## config.mk

```make
export PLATFORM = sky130hd
export DESIGN_NAME = ingress_filter
export DESIGN_NICKNAME = d
export VERILOG_FILES = /design/src/rtl/ingress_filter.sv
export SDC_FILE = /design/constraint.sdc
export NUM_CORES = 1
export LEC_CHECK = 0
export CAP_MARGIN = 5
export CORE_MARGIN = 3
export CORE_UTILIZATION = 50
export CTS_CLUSTER_SIZE = 10
export DETAILED_ROUTE_END_ITERATION = 16
export PLACE_DENSITY = 0.92
export SYNTH_ARGS = -nofsm -noshare
export SYNTH_HDL_FRONTEND = slang
export SYNTH_SLANG_ARGS = --single-unit
```

## constraint.sdc

```tcl
create_clock -name clk -period 6.45 [get_ports clk]
set_input_delay 1.29 -clock clk [delete_from_list [all_inputs] [get_ports clk]]
set_output_delay 1.29 -clock clk [all_outputs]
set_load 0.01 [all_outputs]
```

## src/rtl/ingress_filter.sv

```systemverilog
// ingress_filter: per-port ingress stage in front of the port's input FIFO.
// Captures one packet word into a one-entry holding register, checks header
// legality, writes legal words into the FIFO and drops illegal ones. Keeps
// saturating accept/drop counters and a sticky reason code for the last drop.
//
// Optional build macro:
//   INGRESS_STRICT_SRC_EN  - also require source == (1 << PORT_ID) (reason 7).
//
// Ports:
//   clk, rst          - clock, synchronous active-high reset
//   in_valid/in_ready - upstream handshake, in_data is the packet word
//   fifo_full         - FIFO cannot take a write this cycle
//   fifo_wr_en/_data  - FIFO write strobe and word (data = held word)
//   accept_cnt        - packets written, saturating
//   drop_cnt          - packets dropped, saturating
//   drop_reason       - code of the most recent drop (0 = none since reset)
module ingress_filter #(
  parameter int unsigned PACKET_WIDTH = 16,
  parameter int unsigned PORT_ID      = 0,
  parameter int unsigned CNT_WIDTH    = 16
) (
  input  logic                    clk,
  input  logic                    rst,
  input  logic                    in_valid,
  output logic                    in_ready,
  input  logic [PACKET_WIDTH-1:0] in_data,
  input  logic                    fifo_full,
  output logic                    fifo_wr_en,
  output logic [PACKET_WIDTH-1:0] fifo_wr_data,
  output logic [CNT_WIDTH-1:0]    accept_cnt,
  output logic [CNT_WIDTH-1:0]    drop_cnt,
  output logic [2:0]              drop_reason
);

  localparam int unsigned FIELD_W  = 4;
  localparam int unsigned REASON_W = 3;

  localparam logic [1:0] TYPE_SDP = 2'b00;
  localparam logic [1:0] TYPE_BDP = 2'b10;
  localparam logic [1:0] TYPE_RSV = 2'b11;

  localparam logic [FIELD_W-1:0] OWN_SRC = FIELD_W'(1 << PORT_ID);

`ifdef INGRESS_STRICT_SRC_EN
  localparam bit STRICT_EN = 1'b1;
`else
  localparam bit STRICT_EN = 1'b0;
`endif

  logic                    hold_valid_q, hold_valid_d;
  logic [PACKET_WIDTH-1:0] hold_data_q, hold_data_d;
  logic [CNT_WIDTH-1:0]    accept_cnt_q, accept_cnt_d;
  logic [CNT_WIDTH-1:0]    drop_cnt_q, drop_cnt_d;
  logic [REASON_W-1:0]     drop_reason_q, drop_reason_d;

  logic [FIELD_W-1:0]  src_c, tgt_c;
  logic [1:0]          typ_c;
  logic [REASON_W-1:0] reason_c;
  logic                legal_c, drain_c, wr_c, drop_c, accept_c;

  function automatic logic is_onehot(input logic [FIELD_W-1:0] v);
    return (v != '0) && ((v & (v - FIELD_W'(1))) == '0);
  endfunction

  assign src_c = hold_data_q[3:0];
  assign tgt_c = hold_data_q[7:4];
  assign typ_c = hold_data_q[9:8];

  // Header check; earlier branches win so the lowest code is reported.
  always_comb begin
    reason_c = '0;
    if (!is_onehot(src_c))                                   reason_c = 3'd1;
    else if (tgt_c == '0)                                    reason_c = 3'd2;
    else if ((typ_c != TYPE_BDP) && ((src_c & tgt_c) != '0)) reason_c = 3'd3;
    else if ((typ_c == TYPE_SDP) && !is_onehot(tgt_c))       reason_c = 3'd4;
    else if ((typ_c == TYPE_BDP) && (tgt_c != 4'hF))         reason_c = 3'd5;
    else if (typ_c == TYPE_RSV)                              reason_c = 3'd6;
    else if (STRICT_EN && (src_c != OWN_SRC))                reason_c = 3'd7;
  end

  assign legal_c = (reason_c == '0);

  // Held word leaves the register either by a write or by a drop.
  assign drain_c  = hold_valid_q && (!legal_c || !fifo_full);
  assign wr_c     = !rst && hold_valid_q && legal_c && !fifo_full;
  assign drop_c   = hold_valid_q && !legal_c;
  assign in_ready = !rst && (!hold_valid_q || drain_c);
  assign accept_c = in_valid && in_ready;

  // Next-state for holding register and statistics.
  always_comb begin
    hold_valid_d  = hold_valid_q;
    hold_data_d   = hold_data_q;
    accept_cnt_d  = accept_cnt_q;
    drop_cnt_d    = drop_cnt_q;
    drop_reason_d = drop_reason_q;

    if (accept_c) begin
      hold_valid_d = 1'b1;
      hold_data_d  = in_data;
    end else if (drain_c) begin
      hold_valid_d = 1'b0;
    end

    if (wr_c && (accept_cnt_q != '1)) accept_cnt_d = accept_cnt_q + CNT_WIDTH'(1);

    if (drop_c) begin
      drop_reason_d = reason_c;
      if (drop_cnt_q != '1) drop_cnt_d = drop_cnt_q + CNT_WIDTH'(1);
    end
  end

  // State register; reset discards any held word without counting it.
  always_ff @(posedge clk) begin
    if (rst) begin
      hold_valid_q  <= 1'b0;
      hold_data_q   <= '0;
      accept_cnt_q  <= '0;
      drop_cnt_q    <= '0;
      drop_reason_q <= '0;
    end else begin
      hold_valid_q  <= hold_valid_d;
      hold_data_q   <= hold_data_d;
      accept_cnt_q  <= accept_cnt_d;
      drop_cnt_q    <= drop_cnt_d;
      drop_reason_q <= drop_reason_d;
    end
  end

  assign fifo_wr_en   = wr_c;
  assign fifo_wr_data = hold_data_q;
  assign accept_cnt   = accept_cnt_q;
  assign drop_cnt     = drop_cnt_q;
  assign drop_reason  = drop_reason_q;

endmodule

```

Word-level counts from Yosys, hierarchy flattened --
Index checks and enable logic that the tools add are counted.
Storage, ports and cells: register bits 52, input bits 20, output and inout port bits 53, logic and storage cells 56
Cells by class: add/sub/neg operators 4, eq/ne operators 6, multiplexer cells 8, bitwise logic cells 3, reduce and logical (&&, ||, !) cells 30
Operators by type and width (count):
- $add 16x1->16 const B | 2
- $ne 16x16->1 const B | 2
- $mux 3 | 6
- $logic_and 1x1->1 | 13
- $and 4x4->4 | 3
- $logic_not 4->1 | 3
- $reduce_bool 4->1 | 3
- $sub 4x1->4 const B | 2
- $logic_not 1->1 | 5
- $eq 2x2->1 const B | 2
- $ne 4x4->1 const B | 1
- $logic_not 3->1 | 1
- $logic_not 2->1 | 1
- $logic_or 1x1->1 | 2
- $mux 1 | 2
- $ne 2x2->1 const B | 1
- $reduce_and 2->1 | 1
- $reduce_bool 2->1 | 1

Depth between registers and ports, before layout --
Gate-level depths: netlist (run 1).
word-level depth 18, depth in mapped cells 9, gate-level depth less buffers 7

Least setup slack after synthesis (run 1) --
Ideal clock, no wire load.
path type in2out, start point in rst, end point out in_ready, data arrival time 1.943 ns, data required time 5.160 ns, slack 3.217 ns, stages 3, path buffers 2, cell sequence clkbuf_1 -> clkbuf_1 -> a31oi_1
Between the ends: word-level cells in the longest chain between the ends 2
Ends and longest elaborated chain:
- start, declared | line 23 | input logic rst,
- $logic_not 1->1 | line 87 | assign in_ready = !rst && (!hold_valid_q || drain_c);
- $logic_and 1x1->1 | line 87
- end, declared | line 25 | output logic in_ready,
Every way passes these cells.

Final worst setup path (run 1) --
start point reg hold_data_q[0] (netlist: fifo_wr_data[0]), end point out in_ready
Between the ends: word-level cells in the longest chain between the ends 12, elaborated cells on any way between the ends 17, those cells by class add/sub (1); mux (3); bitwise (2); reduce/logical (11)
Ends and longest elaborated chain:
- start, declared | line 51 | logic [PACKET_WIDTH-1:0] hold_data_q, hold_data_d;
- start signal, assigned | line 123 | hold_data_q <= hold_data_d;
- branches (longest 5 deep; another with $sub 4x1->4)
- $mux 3 (*) | line 72 | if (!is_onehot(src_c)) reason_c = 3'd1;
- $logic_not 3->1 (*) | line 81 | assign legal_c = (reason_c == '0);
- $logic_not 1->1 (*) | line 84 | assign drain_c = hold_valid_q && (!legal_c || !fifo_full);
- $logic_or 1x1->1 (*) | line 84
- $logic_and 1x1->1 (*) | line 84
- $logic_or 1x1->1 (*) | line 87
- $logic_and 1x1->1 (*) | line 87
Mark *: on every way between the ends.

==> results of run 1 <==
[kinds of logic after synthesis]
family          synth area share (%)
simple gates                    27.0
flops                           41.0
fa+ha+maj                      0.986
mux                             9.32
buf+inv                         3.60
xor+xnor                        2.76
compound gates                  15.3
[where the power goes]
part,switching (uW),leakage (uW),internal (uW),total [uW]
Combinational,40.7,0.000699,41.4,82.1
Sequential,11.5,0.000423,329,341
Clock,101,0.0000455,87.7,189
[state kept, by name, summed over array words and instances (netlist names)]
register      cells
accept_cnt       16
drop_cnt         16
fifo_wr_data     16
drop_reason       3
hold_valid_q      1
[worst max-delay path by stage]
stage,endpoint,from,cells after the start,slack [ns]
floorplan,in_ready,rst,3,3.22
finish,in_ready,fifo_wr_data[0],6,2.28
CTS,in_ready,fifo_wr_data[0],6,2.30
global placement,fifo_wr_en,rst,5,2.33
global route,fifo_wr_en,rst,5,2.17
detailed placement,fifo_wr_en,rst,5,2.33
[metal layers]
layer,vias to the layer above,wire length [um],part of all wire (%)
met5,-,0,0
met3,9,451,7.3
met2,83,2990,49
met4,0,67,1.1
li1,1201,-,-
met1,1090,2640,43
[Yosys cell counts (all sizes together), types with 4 or more instances]
cell / n / share of area (%)
dfxtp: 52 / 41
nor2: 43 / 6.4
nand2: 26 / 3.8
mux2i: 18 / 7.1
a21oi: 17 / 3.4
or4: 11 / 3.3
nand3: 10 / 2.0
o21ai: 10 / 2.0
o31ai: 10 / 3.0
clkbuf: 8 / 1.2
buf: 7 / 1.8
nor2b: 6 / 1.5
nor3: 6 / 1.2
or3: 6 / 1.5
mux2: 5 / 2.2
and3: 4 / 0.99
inv: 4 / 0.59
nand4: 4 / 0.99
nor4: 4 / 1.2
or4b: 4 / 1.6
xnor2: 4 / 1.4
xor2: 4 / 1.4
[through the flow]
step / hold WS, ns / cell area (sq um)
2_1_floorplan: 0.502 / 2540
3_3_place_gp: 0.468 / 3260
3_5_place_dp: 0.478 / 3260
4_1_cts: 0.501 / 3350
5_1_grt: 0.521 / 3360
6_report: 0.497 / 3360
[cell type report]
class                           instances  area, sq um  share of cell area [%]
Multi-Input combinational cell        222         1410                    41.8
Inverter                                4         15.0                   0.447
Clock buffer                            8         90.1                    2.68
Tap cell                               67         83.8                    2.50
Timing Repair Buffer                   73          723                    21.5
Sequential cell                        52         1040                    31.0
[worst max-delay path, cell delays in order, from the launching register on]
cell and delay [ns]:
dfxtp_1 0.37, or4b_1 0.57, o311ai_2 0.18, o2111a_1 0.51, nor2_1 0.14, a31oi_1 0.22, clkdlybuf4s50_1 0.59
==> flow_metrics.tcl, run 1 <==
set metrics [dict create \
    grt_pass1_vias 2337 \
    cts_hold_buf 0 \
    antenna_found_initial 0 \
    use_met2_pct 35.3 \
    final_cells 426 \
    placedCellCount 417 \
    clockBufferDepth 2 \
    path_max_fanout 12 \
    reg2reg_depth 6 \
    cts.sink_count 52 \
    fin_nets 380 \
    finClkSkew_ns 0.00555 \
    worstMarginPinSlew_ns 1.04 \
    post_cts_buffers 0 \
    ys_seq_area_share_pct 41.0 \
    die_height_um 77.2 \
    worst-endpoint-required_ns 5.16 \
    start_kind "register" \
    fmax_mhz 240 \
    min_period_over_period_pct 64.6 \
    cap_violations 0 \
    leakage_uw 0.00117 \
    grt_overflow 0 \
    ys_async_sr_fraction_pct 0 \
    nFillCells 405 \
    max-slew-margin-rel_pct 30.5 \
    hp-class "register to register" \
    ir_worst_vdd_uv 100 \
    die_x_um 77.2 \
    final_common_cell "clkdlybuf4s50_1" \
    hpwl_um 4410 \
    hold_start "accept_cnt[10]" \
    start_util_pct 52.7 \
    num_vias 2383 \
    htreeDepth 2 \
    regToRegSetupSlack_ns 3.41 \
    power.density_nw_per_um2 182 \
    busiest_layer "met2" \
    drt_iter0_drc 138 \
    ant_nets 0 \
    num_rows 25 \
    rsz0062_at_grt "false" \
    critical_path_class "register to output pin" \
    syn_area_per_cell_sq_um 8.66 \
    post-route-util_pct 69.7 \
    post-route-min-period_ns 4.17 \
    place_ws_ns 2.33 \
    yosys.cell_types.count 47 \
    drt-wirelength-per-cell_um 14.4 \
    viasPerCell 5.59 \
    syn2layout_area_growth_pct 32.3 \
    postCtsResizedCells 0 \
    clk-insertion-delay-late_ns 0.30 \
    drc 0 \
    met3_usage_pct 5.63 \
    core-area_sq_um 4820 \
    num_io_pins 73 \
    r2r_end "fifo_wr_data[8]" \
    cts_tree "yes" \
    synth_edf_count 0 \
    hold_end "accept_cnt[10]" \
    drive_gt1_share_pct 3.90 \
    synth_cells 293 \
    slew_violations 0 \
    setup_tns_ns 0 \
    synth_nets 315 \
    drt_wl_total_um 6150 \
    status "completed" \
    gp_congestion 0.785 \
    antenna_cells 0 \
    yosys_warnings 0 \
    finalSetupViolations 0 \
    die_area_sq_um 5970 \
    met1_usage_pct 26.3 \
    holdPathStages 2 \
    ys_ff_latch 52 \
    path_clk_slew_ns 0.09 \
    arrival_ns 2.88 \
    synth_area_sq_um 2540 \
    layout_common_cells "clkdlybuf4s50_1, dfxtp_1, nor2_1, nand2_1, mux2i_1" \
    grt_max_degree 61 \
    setup_ws_ns 2.28 \
    grtUsageTotal_pct 21.1 \
    crit_path_end_kind "output pin" \
    ys.flop_type "dfxtp_1" \
    power_uw 612 \
    cts_buffers 5 \
    numPortBuffers 72 \
    first_pass_iters 4 \
    root_buffer "clkbuf_8" \
    grt_first_pass_wirelength_um 10600 \
    hold_viol_final 0 \
    reg2reg_from "fifo_wr_data[0]" \
]
Note: power is estimated with default switching activity, not from simulation.
==> run 2: changes to the inputs <==
CORE_UTILIZATION = 47   (was 50)
PLACE_DENSITY = 0.88   (was 0.92)
clock period = 4.07 ns   (was 6.45 ns; I/O delays follow)
==> flow_metrics.tcl, run 2 (synthesis results as in run 1) <==
set metrics [dict create \
    num_rows 26 \
    slew_violations 0 \
    cts_tree "yes" \
    use_met2_pct 34.4 \
    grt_first_pass_wirelength_um 10300 \
    cpLargestDelayFamily "compound AO/OA/AOI/OAI gates" \
    grtUsageTotal_pct 20.1 \
    placedCellCount 421 \
    start_util_pct 49.1 \
    cts_buffers 5 \
    gp_congestion 0.764 \
    clk-insertion-delay-late_ns 0.30 \
    drt_wl_total_um 6100 \
    worst-endpoint-required_ns 3.26 \
    grt_max_degree 44 \
    num_io_pins 73 \
    num_vias 2423 \
    hold_end "accept_cnt[6]" \
    status "completed" \
    path_clk_slew_ns 0.09 \
    r2r_end "fifo_wr_data[5]" \
    drt-wirelength-per-cell_um 14.2 \
    clockBufferDepth 2 \
    critPathMaxStageDelay_ns 0.56 \
    core-area_sq_um 5170 \
    critical_path_class "register to output pin" \
    grt_pass1_vias 2280 \
    rsz0062_at_grt "false" \
    hpwl_um 4390 \
    first_pass_iters 4 \
    drive_gt1_share_pct 4.17 \
    arrival_ns 2.81 \
    cp_cell_sequence "or4b_1 > o311ai_2 > o2111a_1 > nor2_1 > a31oi_1 > clkdlybuf4s50_1" \
    root_buffer "clkbuf_8" \
    crit_path_end_kind "output pin" \
    die_area_sq_um 6320 \
    start_kind "register" \
    die_height_um 79.5 \
    hold_start "accept_cnt[6]" \
    ant_nets 0 \
    final_common_cell "clkdlybuf4s50_1" \
    cap_violations 0 \
    post-route-min-period_ns 3.63 \
    antenna_found_initial 0 \
    met1_usage_pct 24.6 \
    layout_common_cells "clkdlybuf4s50_1, dfxtp_1, nor2_1, nand2_1, mux2i_1" \
    cp_num_cells 6 \
    grt_overflow 0 \
    postCtsResizedCells 0 \
    regArea_sq_um 1040 \
    antenna_cells 0 \
    met3_usage_pct 3.72 \
    crit_slowest_cell "or4b_1" \
    cts_hold_buf 0 \
    cts.sink_count 52 \
    drt_iter0_drc 126 \
    finalSetupViolations 0 \
    path_max_fanout 12 \
    drc 0 \
    reg2reg_depth 6 \
    numPortBuffers 72 \
    min_period_over_period_pct 89.1 \
    power.density_nw_per_um2 287 \
    multi_input_area_sq_um 1410 \
    crit_buf_inv 1 \
    htreeDepth 2 \
    holdPathStages 2 \
    worstMarginPinSlew_ns 1.00 \
    ir_worst_vdd_uv 191 \
    syn2layout_area_growth_pct 32.8 \
    max-slew-margin-rel_pct 33.2 \
    busiest_layer "met2" \
    regToRegSetupSlack_ns 1.05 \
    hold_viol_final 0 \
    viasPerCell 5.63 \
    nFillCells 422 \
    final_cells 430 \
    die_x_um 79.5 \
    fin_nets 381 \
    fmax_mhz 276 \
    finClkSkew_ns 0.00726 \
    reg2reg_from "fifo_wr_data[0]" \
    post_cts_buffers 0 \
    leakage_uw 0.00117 \
    setup_tns_ns 0 \
    hp-class "register to register" \
]
-- run 2: changes by cell type in the layout (fill, tap and decap cells not counted) --
cell / before / now
buf_4: 1 / 2
-- run 2: final cells by class --
type	instances	area share (%)
Multi-Input combinational cell	222	41.7
Sequential cell	52	30.9
Timing Repair Buffer	74	21.7
Clock buffer	8	2.67
Tap cell	70	2.60
Inverter	4	0.446
-- run 2: how the worst max path moves through the flow --
stage | start | endpoint
floorplan | fifo_wr_data[0] | in_ready
global placement | fifo_wr_data[0] | in_ready
detailed placement | fifo_wr_data[2] | in_ready
CTS | fifo_wr_data[0] | in_ready
global route | fifo_wr_data[0] | in_ready
finish | fifo_wr_data[0] | in_ready
-- run 2: metrics by stage --
step | hold slack (ns) | setup slack, ns | total power, uW | util (%) | area [sq um]
3_3_place_gp | 0.475 | 0.843 | 675 | 63.3 | 3270
2_1_floorplan | 0.502 | 1.45 | 621 | - | 2540
5_1_grt | 0.529 | 0.297 | 1010 | 65.1 | 3370
6_report | 0.496 | 0.442 | 967 | 65.1 | 3370
3_5_place_dp | 0.483 | 0.781 | 680 | 63.3 | 3270
4_1_cts | 0.498 | 0.418 | 974 | 65.0 | 3360
-- run 2: worst reg2reg max path: cells and delay by family (launching register included) --
family / cells / cell delay, ns
compound gates: 3 / 1.55
simple gates: 2 / 0.65
flops: 1 / 0.37
mux: 1 / 0.33
-- run 2: where the power goes --
group	internal [uW]	switching, uW	leakage (uW)	total [uW]
logic	66.1	63.9	0.000704	130
clock network	139	158	0.0000455	297
registers	522	17.8	0.000423	540
total	727	240	0.00117	967
-- run 2: metal layers --
| metal | vias up | wire length (um) |
|---|---|---|
| met5 | - | 0 |
| met4 | 0 | 79 |
| met3 | 8 | 361 |
| met2 | 85 | 3030 |
| met1 | 1131 | 2630 |
| li1 | 1199 | - |
